[src/rtl/rob_pkg.sv]
// Shared ROB definitions: sizing macros, type codes and entry metadata.
// Optional feature macro: ROB_MISPREDICT_CNT_EN (adds a mispredict counter
// output to rob).
`ifndef ROB_PKG_DEFINES
`define ROB_PKG_DEFINES
`define ROB_SIZE      16
`define ROB_IDX_WIDTH 4
`define DATA_WIDTH    32
`define ROB_TYPE_REG  2'd0
`define ROB_TYPE_BR   2'd1
`define ROB_TYPE_ST   2'd2
`endif

package rob_pkg;

  localparam int ROB_SIZE_P = `ROB_SIZE;
  localparam int IDX_W_P    = `ROB_IDX_WIDTH;
  localparam int DATA_W     = `DATA_WIDTH;
  localparam int REG_W      = 5;

  typedef enum logic [1:0] {
    ROB_REG = `ROB_TYPE_REG,
    ROB_BR  = `ROB_TYPE_BR,
    ROB_ST  = `ROB_TYPE_ST
  } rob_type_e;

  // Static per-entry information captured at issue time.
  typedef struct packed {
    rob_type_e         typ;
    logic [REG_W-1:0]  rd;
    logic              pred;
    logic [DATA_W-1:0] pc_alt;
  } rob_meta_t;

endpackage

[src/rtl/rob_if.sv]
// ROB bus: decoder issue, result broadcasts, commit and rollback signals.
interface rob_if #(
  parameter int IDX_W = rob_pkg::IDX_W_P,
  parameter int DW    = rob_pkg::DATA_W
);
  // issue side
  logic             rob_full;
  logic [IDX_W-1:0] rob_tail_idx;
  logic             de_in_en;
  logic [1:0]       de_type_in;
  logic [4:0]       de_rd_in;
  logic             de_pred_jump_in;
  logic [DW-1:0]    de_pc_alt_in;
  // result broadcasts
  logic             rs_in_en;
  logic [IDX_W-1:0] rs_rob_idx_in;
  logic [DW-1:0]    rs_val_in;
  logic             lsb_in_en;
  logic [IDX_W-1:0] lsb_rob_idx_in;
  logic [DW-1:0]    lsb_val_in;
  // commit / rollback
  logic             commit_reg_en;
  logic [4:0]       commit_rd;
  logic [DW-1:0]    commit_val;
  logic [IDX_W-1:0] commit_rob_idx;
  logic             commit_store_en;
  logic             roll_back;
  logic [DW-1:0]    roll_back_pc;

  modport master (
    input  rob_full, rob_tail_idx,
    output de_in_en, de_type_in, de_rd_in, de_pred_jump_in, de_pc_alt_in,
    output rs_in_en, rs_rob_idx_in, rs_val_in,
    output lsb_in_en, lsb_rob_idx_in, lsb_val_in,
    input  commit_reg_en, commit_rd, commit_val, commit_rob_idx,
    input  commit_store_en, roll_back, roll_back_pc
  );

  modport slave (
    output rob_full, rob_tail_idx,
    input  de_in_en, de_type_in, de_rd_in, de_pred_jump_in, de_pc_alt_in,
    input  rs_in_en, rs_rob_idx_in, rs_val_in,
    input  lsb_in_en, lsb_rob_idx_in, lsb_val_in,
    output commit_reg_en, commit_rd, commit_val, commit_rob_idx,
    output commit_store_en, roll_back, roll_back_pc
  );
endinterface

[src/rtl/rob.sv]
// Reorder buffer: in-order issue into a circular buffer, out-of-order result
// capture, in-order single-entry commit with branch misprediction flush.
// Optional macro ROB_MISPREDICT_CNT_EN adds output mispredict_cnt.
module rob
  import rob_pkg::*;
#(
  parameter int ROB_SIZE = ROB_SIZE_P
) (
  input  logic clk,
  input  logic rst_in,
  input  logic rdy_in,
  rob_if.slave bus
`ifdef ROB_MISPREDICT_CNT_EN
  ,
  output logic [DATA_W-1:0] mispredict_cnt
`endif
);

  localparam int IDX_W = $clog2(ROB_SIZE);
  localparam int CNT_W = IDX_W + 1;
  localparam logic [CNT_W-1:0] CNT_MAX  = CNT_W'(ROB_SIZE);
  // Two slots of slack cover instructions already in the decoder pipe.
  localparam logic [CNT_W-1:0] CNT_FULL = CNT_W'(ROB_SIZE - 2);
  localparam logic [IDX_W-1:0] IDX_ONE  = IDX_W'(1);

  // pointer / occupancy state
  logic [IDX_W-1:0]    head_q, head_d, tail_q, tail_d;
  logic [CNT_W-1:0]    count_q, count_d;
  logic [ROB_SIZE-1:0] busy_q, busy_d, ready_q, ready_d;

  // entry payload (no reset needed: qualified by busy/ready)
  rob_meta_t         meta_q [ROB_SIZE];
  logic [DATA_W-1:0] val_q  [ROB_SIZE];

  // registered outputs
  logic              commit_reg_en_q, commit_reg_en_d;
  logic              commit_store_en_q, commit_store_en_d;
  logic              roll_back_q, roll_back_d;
  logic [REG_W-1:0]  commit_rd_q, commit_rd_d;
  logic [DATA_W-1:0] commit_val_q, commit_val_d;
  logic [IDX_W-1:0]  commit_idx_q, commit_idx_d;
  logic [DATA_W-1:0] roll_back_pc_q, roll_back_pc_d;

  rob_meta_t         head_meta;
  logic [DATA_W-1:0] head_val;
  logic              do_commit, mispred, do_issue, rs_hit, lsb_hit;

  assign head_meta = meta_q[head_q];
  assign head_val  = val_q[head_q];

  // Commit decisions use only registered busy/ready, so a result captured on
  // this edge retires on a later one.
  assign do_commit = rdy_in && busy_q[head_q] && ready_q[head_q];
  assign mispred   = do_commit && (head_meta.typ == ROB_BR) &&
                     (head_val[0] != head_meta.pred);
  assign do_issue  = rdy_in && bus.de_in_en && (count_q != CNT_MAX) &&
                     !roll_back_q && !mispred;
  assign rs_hit    = rdy_in && bus.rs_in_en  && busy_q[bus.rs_rob_idx_in];
  assign lsb_hit   = rdy_in && bus.lsb_in_en && busy_q[bus.lsb_rob_idx_in];

  assign bus.rob_full        = (count_q >= CNT_FULL);
  assign bus.rob_tail_idx    = tail_q;
  assign bus.commit_reg_en   = commit_reg_en_q;
  assign bus.commit_store_en = commit_store_en_q;
  assign bus.roll_back       = roll_back_q;
  assign bus.commit_rd       = commit_rd_q;
  assign bus.commit_val      = commit_val_q;
  assign bus.commit_rob_idx  = commit_idx_q;
  assign bus.roll_back_pc    = roll_back_pc_q;

  // Next-state for pointers, occupancy and per-entry status bits.
  always_comb begin
    head_d  = head_q;
    tail_d  = tail_q;
    count_d = count_q;
    busy_d  = busy_q;
    ready_d = ready_q;
    if (mispred) begin
      head_d  = '0;
      tail_d  = '0;
      count_d = '0;
      busy_d  = '0;
      ready_d = '0;
    end else begin
      if (rs_hit)  ready_d[bus.rs_rob_idx_in]  = 1'b1;
      if (lsb_hit) ready_d[bus.lsb_rob_idx_in] = 1'b1;
      if (do_commit) begin
        busy_d[head_q]  = 1'b0;
        ready_d[head_q] = 1'b0;
        head_d          = head_q + IDX_ONE;
      end
      // tail never equals a committing head: that needs an empty or full ROB
      if (do_issue) begin
        busy_d[tail_q]  = 1'b1;
        ready_d[tail_q] = (bus.de_type_in == ROB_ST);
        tail_d          = tail_q + IDX_ONE;
      end
      count_d = count_q + CNT_W'(do_issue) - CNT_W'(do_commit);
    end
  end

  // Next-state for commit/rollback outputs; strobes drop whenever no commit.
  always_comb begin
    commit_reg_en_d   = do_commit && (head_meta.typ == ROB_REG);
    commit_store_en_d = do_commit && (head_meta.typ == ROB_ST);
    roll_back_d       = mispred;
    commit_rd_d       = commit_rd_q;
    commit_val_d      = commit_val_q;
    commit_idx_d      = commit_idx_q;
    roll_back_pc_d    = roll_back_pc_q;
    if (commit_reg_en_d) begin
      commit_rd_d  = head_meta.rd;
      commit_val_d = head_val;
    end
    if (commit_reg_en_d || commit_store_en_d) commit_idx_d = head_q;
    if (mispred) roll_back_pc_d = head_meta.pc_alt;
  end

  // Control state and registered outputs; reset wins over everything.
  always_ff @(posedge clk) begin
    if (rst_in) begin
      head_q            <= '0;
      tail_q            <= '0;
      count_q           <= '0;
      busy_q            <= '0;
      ready_q           <= '0;
      commit_reg_en_q   <= 1'b0;
      commit_store_en_q <= 1'b0;
      roll_back_q       <= 1'b0;
      commit_rd_q       <= '0;
      commit_val_q      <= '0;
      commit_idx_q      <= '0;
      roll_back_pc_q    <= '0;
    end else begin
      head_q            <= head_d;
      tail_q            <= tail_d;
      count_q           <= count_d;
      busy_q            <= busy_d;
      ready_q           <= ready_d;
      commit_reg_en_q   <= commit_reg_en_d;
      commit_store_en_q <= commit_store_en_d;
      roll_back_q       <= roll_back_d;
      commit_rd_q       <= commit_rd_d;
      commit_val_q      <= commit_val_d;
      commit_idx_q      <= commit_idx_d;
      roll_back_pc_q    <= roll_back_pc_d;
    end
  end

  // Entry payload capture: metadata at issue, values on accepted broadcasts.
  always_ff @(posedge clk) begin
    if (do_issue) begin
      meta_q[tail_q] <= '{typ:    rob_type_e'(bus.de_type_in),
                          rd:     bus.de_rd_in,
                          pred:   bus.de_pred_jump_in,
                          pc_alt: bus.de_pc_alt_in};
    end
    if (rs_hit)  val_q[bus.rs_rob_idx_in]  <= bus.rs_val_in;
    if (lsb_hit) val_q[bus.lsb_rob_idx_in] <= bus.lsb_val_in;
  end

`ifdef ROB_MISPREDICT_CNT_EN
  logic [DATA_W-1:0] mp_cnt_q;

  // Count rollback pulses; wraps naturally at 2^32.
  always_ff @(posedge clk) begin
    if (rst_in)       mp_cnt_q <= '0;
    else if (mispred) mp_cnt_q <= mp_cnt_q + DATA_W'(1);
  end

  assign mispredict_cnt = mp_cnt_q;
`endif

endmodule

[src/flat_wrapper.sv]
// flat-port wrapper written by rule: the top's interface ports become plain ports
module rob_flat import rob_pkg::*;
#(
  parameter int ROB_SIZE = ROB_SIZE_P
)
  (clk, rst_in, rdy_in, bus_rob_full, bus_rob_tail_idx, bus_de_in_en, bus_de_type_in, bus_de_rd_in, bus_de_pred_jump_in, bus_de_pc_alt_in, bus_rs_in_en, bus_rs_rob_idx_in, bus_rs_val_in, bus_lsb_in_en, bus_lsb_rob_idx_in, bus_lsb_val_in, bus_commit_reg_en, bus_commit_rd, bus_commit_val, bus_commit_rob_idx, bus_commit_store_en, bus_roll_back, bus_roll_back_pc);
  rob_if bus_i ();
  input  logic clk;
  input  logic rst_in;
  input  logic rdy_in;
  output wire logic [$bits(bus_i.rob_full)-1:0] bus_rob_full;
  output wire logic [$bits(bus_i.rob_tail_idx)-1:0] bus_rob_tail_idx;
  input wire logic [$bits(bus_i.de_in_en)-1:0] bus_de_in_en;
  input wire logic [$bits(bus_i.de_type_in)-1:0] bus_de_type_in;
  input wire logic [$bits(bus_i.de_rd_in)-1:0] bus_de_rd_in;
  input wire logic [$bits(bus_i.de_pred_jump_in)-1:0] bus_de_pred_jump_in;
  input wire logic [$bits(bus_i.de_pc_alt_in)-1:0] bus_de_pc_alt_in;
  input wire logic [$bits(bus_i.rs_in_en)-1:0] bus_rs_in_en;
  input wire logic [$bits(bus_i.rs_rob_idx_in)-1:0] bus_rs_rob_idx_in;
  input wire logic [$bits(bus_i.rs_val_in)-1:0] bus_rs_val_in;
  input wire logic [$bits(bus_i.lsb_in_en)-1:0] bus_lsb_in_en;
  input wire logic [$bits(bus_i.lsb_rob_idx_in)-1:0] bus_lsb_rob_idx_in;
  input wire logic [$bits(bus_i.lsb_val_in)-1:0] bus_lsb_val_in;
  output wire logic [$bits(bus_i.commit_reg_en)-1:0] bus_commit_reg_en;
  output wire logic [$bits(bus_i.commit_rd)-1:0] bus_commit_rd;
  output wire logic [$bits(bus_i.commit_val)-1:0] bus_commit_val;
  output wire logic [$bits(bus_i.commit_rob_idx)-1:0] bus_commit_rob_idx;
  output wire logic [$bits(bus_i.commit_store_en)-1:0] bus_commit_store_en;
  output wire logic [$bits(bus_i.roll_back)-1:0] bus_roll_back;
  output wire logic [$bits(bus_i.roll_back_pc)-1:0] bus_roll_back_pc;
  assign bus_rob_full = bus_i.rob_full;
  assign bus_rob_tail_idx = bus_i.rob_tail_idx;
  assign bus_i.de_in_en = bus_de_in_en;
  assign bus_i.de_type_in = bus_de_type_in;
  assign bus_i.de_rd_in = bus_de_rd_in;
  assign bus_i.de_pred_jump_in = bus_de_pred_jump_in;
  assign bus_i.de_pc_alt_in = bus_de_pc_alt_in;
  assign bus_i.rs_in_en = bus_rs_in_en;
  assign bus_i.rs_rob_idx_in = bus_rs_rob_idx_in;
  assign bus_i.rs_val_in = bus_rs_val_in;
  assign bus_i.lsb_in_en = bus_lsb_in_en;
  assign bus_i.lsb_rob_idx_in = bus_lsb_rob_idx_in;
  assign bus_i.lsb_val_in = bus_lsb_val_in;
  assign bus_commit_reg_en = bus_i.commit_reg_en;
  assign bus_commit_rd = bus_i.commit_rd;
  assign bus_commit_val = bus_i.commit_val;
  assign bus_commit_rob_idx = bus_i.commit_rob_idx;
  assign bus_commit_store_en = bus_i.commit_store_en;
  assign bus_roll_back = bus_i.roll_back;
  assign bus_roll_back_pc = bus_i.roll_back_pc;
  rob #(.ROB_SIZE(ROB_SIZE)) u_core (.clk(clk), .rst_in(rst_in), .rdy_in(rdy_in), .bus(bus_i));
endmodule
[config.mk]
export PLATFORM = sky130hd
export DESIGN_NAME = rob_flat
export DESIGN_NICKNAME = d
export VERILOG_FILES = /design/src/rtl/rob_pkg.sv /design/src/rtl/rob_if.sv /design/src/rtl/rob.sv /design/src/flat_wrapper.sv
export SDC_FILE = /design/constraint.sdc
export NUM_CORES = 1
export LEC_CHECK = 0
export ABC_AREA = 1
export CAP_MARGIN = 20
export CORE_UTILIZATION = 55
export CTS_BUF_LIST = sky130_fd_sc_hd__clkbuf_16
export DETAILED_ROUTE_END_ITERATION = 16
export PLACE_DENSITY_LB_ADDON = 0.08
export SLEW_MARGIN = 20
export SYNTH_ARGS = -nofsm -noshare
export SYNTH_HDL_FRONTEND = slang
export SYNTH_SLANG_ARGS = --single-unit
[constraint.sdc]
create_clock -name clk -period 7.58 [get_ports clk]
set_input_delay 1.516 -clock clk [delete_from_list [all_inputs] [get_ports clk]]
set_output_delay 1.516 -clock clk [all_outputs]
set_load 0.01 [all_outputs]
== After elaboration in Yosys (flattened, before gate mapping) ==
Memories as Yosys holds them, arrays and structs flattened. A register that Yosys moved wholly into a read port is not among the register bits.
Index checks and enable logic that the tools add are counted.

* $add $sub $neg: 4
* Order comparisons: 9
* Eq/ne operators: 5
* Multiplexer cells: 37
* Bitwise logic cells: 6
* Reductions and logical operators: 23

{| class="wikitable"
|+ Operators by type and width
! kind !! number
|-
| 2-to-1 mux 16 bit || 10
|-
| bitwise OR 16 bit || 3
|-
| AND 16 bit || 2
|-
| < comparator 4 x 5 -> 1 bit (second input constant) || 4
|-
| logical AND 1 bit || 18
|-
| binary-select mux 1 bit (select 4 bit) || 4
|-
| bitwise mux 16 bit || 1
|-
| demux 1 bit (select 4 bit) || 4
|-
| greater-or-equal comparator 4 x 1 -> 1 bit (second input constant) || 4
|-
| 2-to-1 mux 4 bit || 4
|-
| inverter 16 bit || 1
|-
| 2-to-1 mux 1 bit || 14
|-
| adder 4 x 1 -> 4 bit (second input constant) || 2
|-
| adder 5 x 1 -> 5 bit || 1
|-
| greater-or-equal comparator 5 x 4 -> 1 bit (second input constant) || 1
|-
| inequality test 5 bit (second input constant) || 1
|-
| subtractor 5 x 1 -> 5 bit || 1
|-
| == test 2 bit (second input constant) || 2
|-
| == test 2 x 1 -> 1 bit (second input constant) || 1
|-
| zero test 1 bit || 2
|-
| zero test 2 bit || 1
|-
| OR reduction 2 bit || 1
|-
| logical OR 1 bit || 1
|-
| inequality test 1 bit || 1
|}

* Bits in registers: 121
* Memory bits (writable): 1152
* Bits of input ports: 118
* Output and inout port bits: 81
* Memories kept: 2

{| class="wikitable"
|+ Memory list
! name !! depth !! bits a word !! read ports !! clocked after memory_dff !! wr ports !! RTL line !! RTL
|-
| u_core.meta_q || 16 || 40 || 1 || 1 || 1 || rob.sv:32 || <nowiki>rob_meta_t meta_q [ROB_SIZE];</nowiki>
|-
| u_core.val_q || 16 || 32 || 1 || 1 || 2 || rob.sv:33 || <nowiki>logic [DATA_W-1:0] val_q [ROB_SIZE];</nowiki>
|}

== Logic depth before layout (Yosys ltp) ==
* Word-level depth: 15
* Mapped depth: 22

== Worst setup path after synthesis ==
Ideal clock, no wire load.

* Path type: input-to-reg
* From: in bus_lsb_rob_idx_in[0]
* To: mem u_core.val_q[3][0] (netlist name), enable pin
* Arrival: 3.333 ns
* Data required time: 7.191 ns
* Slack: 3.857 ns
* Stages on the path: 13
* Buffers on the path: 2
* Path through: nor2_1 > inv_2 > nor2_1 > nor2_1 > nand2_1 > nand2_1 > nand2_1 > inv_2 > nand2_2 > buf_6 > nand3_1 > clkbuf_1 > nand2_1

{| class="wikitable"
|+ RTL lines
! item !! RTL line !! RTL
|-
| start: declaration || flat_wrapper.sv:22 || <nowiki>input wire logic [$bits(bus_i.lsb_rob_idx_in)-1:0] bus_lsb_rob_idx_in;</nowiki>
|-
| end: declaration || rob.sv:33 ||
|}

==> reports/metrics.cfg <==
[drt]
vias = 40930
wl_met3_um = 13290
top_layer = met5
drc_errors = 0
finalWirelength_um = 157000
drt-met1-wl_um = 64450
drtIter0Drc = 4587
drt-vias-per-instance = 6.088
routedWlPerCell_um = 23.35
dr.pass1.iters = 6
drtAntennaViolNets = 0
wl_met2_um = 74320

[cells_and_area]
drive_gt1_frac = 0.05593
fillers = 8165
stdcell_area_sq_um = 62620
synthToLayoutAreaGrowth_pct = 11.68
nets = 5395

[floorplanning]
start_util = 0.5575
die_w_um = 321.3
dieArea_sq_um = 103200
core-area_sq_um = 100600
num_io_pins = 199
dieHeight_um = 321.3
num_rows = 116

[logic_synthesis]
synthDistinctLibCells = 34
yosysWarnings = 0
synthMuxAreaShare = 0
yosys.area_share.adder = 0.004150
synth_edf_count = 1152
synth_compound_area_frac = 0.1594
synth_cells = 5350
ys_ff_latch = 1277
synthFlopType = edfxtp_1
synth_top_family_by_area = compound AO/OA/AOI/OAI gates
syn_nets = 5486
syn-cell-area_sq_um = 56070
synth_most_common_cell = edfxtp_1
synth_top_cell_area_share = 0.6169
yosysSeqAreaShare = 0.6616
synth-xor-area-share = 0.0003124
synth.avg_cell_area_sq_um = 10.48
synth.area.top_cells = edfxtp_1 62%, o21ai_0 9.1%, nand2_1 5.8%, nor2_1 4.9%, dfxtp_1 4.5%
yosys-top-cells-count = 1152 x edfxtp_1, 1024 x o21ai_0, 866 x nand2_1, 735 x nor2_1, 320 x clkbuf_1
synthArstFlopShare = 0
synth_simple_gate_area_frac = 0.1255
synth_largest_area_cell = edfxtp_1

[timing]
slew_headroom = 0.2847
fin_crit_ns = 5.050
rsz0062_at_grt = false
fmax_ghz = 0.1980
skew_ns = 0.01765
finalHoldViolCount = 0
setup_slack_ns = 2.531
setup_viol_count_final = 0
slew_viol_final = 0
min_period_over_period = 0.6662
holdWs_ns = 0.4507
setup-tns-final_ns = 0
tightest_slew_ns = 1.059

[clock_tree]
cts_resized = 0
clkLatencyLatePin_ns = 0.75
cts_root_buf = clkbuf_16
clockBufferDepth = 3
htree_levels = 4
cts_buffers = 135
postCtsSetupBuffers = 0
cts_tree = built
cts_sinks = 1277
clk_pin_slew_ns = 0.06
ctsHoldBuffers = 0

[outcome]
status = finished clean

[grt]
grt_first_pass_wirelength_um = 236200
gr-usage-all-layers = 0.3025
grt_pass1_vias = 38830
antenna_found_initial = 4
grt_max_degree = 176
grt.overflow.total = 0

[placed_design]
portBuffers = 198
dpl_cell_area_sq_um = 58480
place.gp.congestion = 0.9383
dpl_worst_slack_ns = 1.927
place_hpwl_um = 90200

[worst_setup_path]
critPathRequiredTime_ns = 7.97
r2r_slack_ns = 2.53
cp.arrival_ns = 5.44
critPathMaxFanout = 132
start_kind = flip-flop
critPathKind = flip-flop to flip-flop
critPathCaptureType = flip-flop

[pwr]
ir_drop_uv = 204.0
power_uw = 14630
power_density_nw_per_um2 = 233.6
p_leak_uw = 0.02262

[worst_hold_path]
min_path_type = flip-flop to flip-flop

[flow_run]
maxCapViolCount = 0

-- worst max-delay path, stage by stage (launching register included) --
cell and delay (ns):
dfxtp_4 0.89, inv_8 0.41, buf_4 0.54, nand3_1 0.16, nand3_1 0.07, nand3_1 0.13
nand2_1 0.11, nor2_1 0.11, nor2_1 0.13, nand2_4 0.25, nand3_1 0.37, inv_2 0.69
buf_4 0.51
-- routing by layer --
metal	vias up	global-route usage
li1	18870	-
met1	19850	0.4145
met2	1902	0.4871
met3	304	0.04987
met4	2	0.1129
met5	-	0
-- report_power, final --
group	internal [uW]	switching [uW]
clock network	3550	2710
logic	199	436
registers	7720	20.4
-- sequential cells by signal (all words and copies together) (netlist names), named ones only --
| name | count |
|---|---|
| u_core.bus.commit_val | 32 |
| u_core.count_q | 5 |
| u_core.bus.commit_store_en | 1 |
| u_core.bus.commit_rob_idx | 4 |
| u_core.busy_q | 16 |
| u_core.bus.commit_reg_en | 1 |
| u_core.bus.roll_back_pc | 32 |
| u_core.bus.commit_rd | 5 |
| u_core.bus.rob_tail_idx | 4 |
| u_core.head_q | 4 |
| u_core.val_q | 512 |
| u_core.meta_q | 640 |
| u_core.bus.roll_back | 1 |
| u_core.ready_q | 16 |
-- path summary, 6_finish.rpt --
check / from / endpoint / cells past startpoint
max: flip-flop / u_core.meta_q[6][20] / 12
min: u_core.bus.roll_back_pc[16] / u_core.bus.roll_back_pc[16] / 2
max reg2reg: flip-flop / u_core.meta_q[6][20] / 12
min reg2reg: u_core.bus.roll_back_pc[16] / u_core.bus.roll_back_pc[16] / 2
-- final cells by class --
type / instances / area, sq um / share of cell area
well taps: 1357 / 1698 / 0.02711
clock inverters: 103 / 660.6 / 0.01055
inverters: 192 / 739.5 / 0.01181
diodes: 2 / 5.005 / 0.00007992
repair buffers: 257 / 2462 / 0.03932
multi-input cells: 3396 / 16470 / 0.2630
clock buffers: 139 / 3478 / 0.05554
flip-flops and latches: 1277 / 37110 / 0.5926
-- cells in the final DEF (no fill, tap or decap), types with 4 or more instances in the layout --
cell	count
a21oi_1	48
buf_4	56
bufinv_16	7
clkbuf_16	139
clkdlybuf4s50_1	198
clkinv_1	28
clkinv_2	16
dfxtp_1	121
dfxtp_4	4
edfxtp_1	1152
ha_1	17
inv_1	209
inv_2	23
inv_6	6
nand2_1	850
nand2_2	17
nand3_1	169
nand3_4	16
nor2_1	735
o211a_1	36
o211ai_1	49
o21ai_0	1024
o21ai_1	139
o221ai_1	152
o22ai_1	121
o311ai_0	6
-- stage by stage --
step,cells,utilization
3_3_place_gp,6479,0.5814
4_1_cts,6721,0.6226
5_1_grt,6723,0.6226
6_report,6723,0.6226
2_1_floorplan,5350,-
3_5_place_dp,6479,0.5814
-- logic make-up after synthesis --
family | Yosys count
and+or+nand+nor | 1800
buffers and inverters | 677
DFF | 1277
adders and majority gates | 18
AOI/OAI and AO/OA | 1576
xor gates and xnor gates | 2
(Power assumes the default switching activity.)
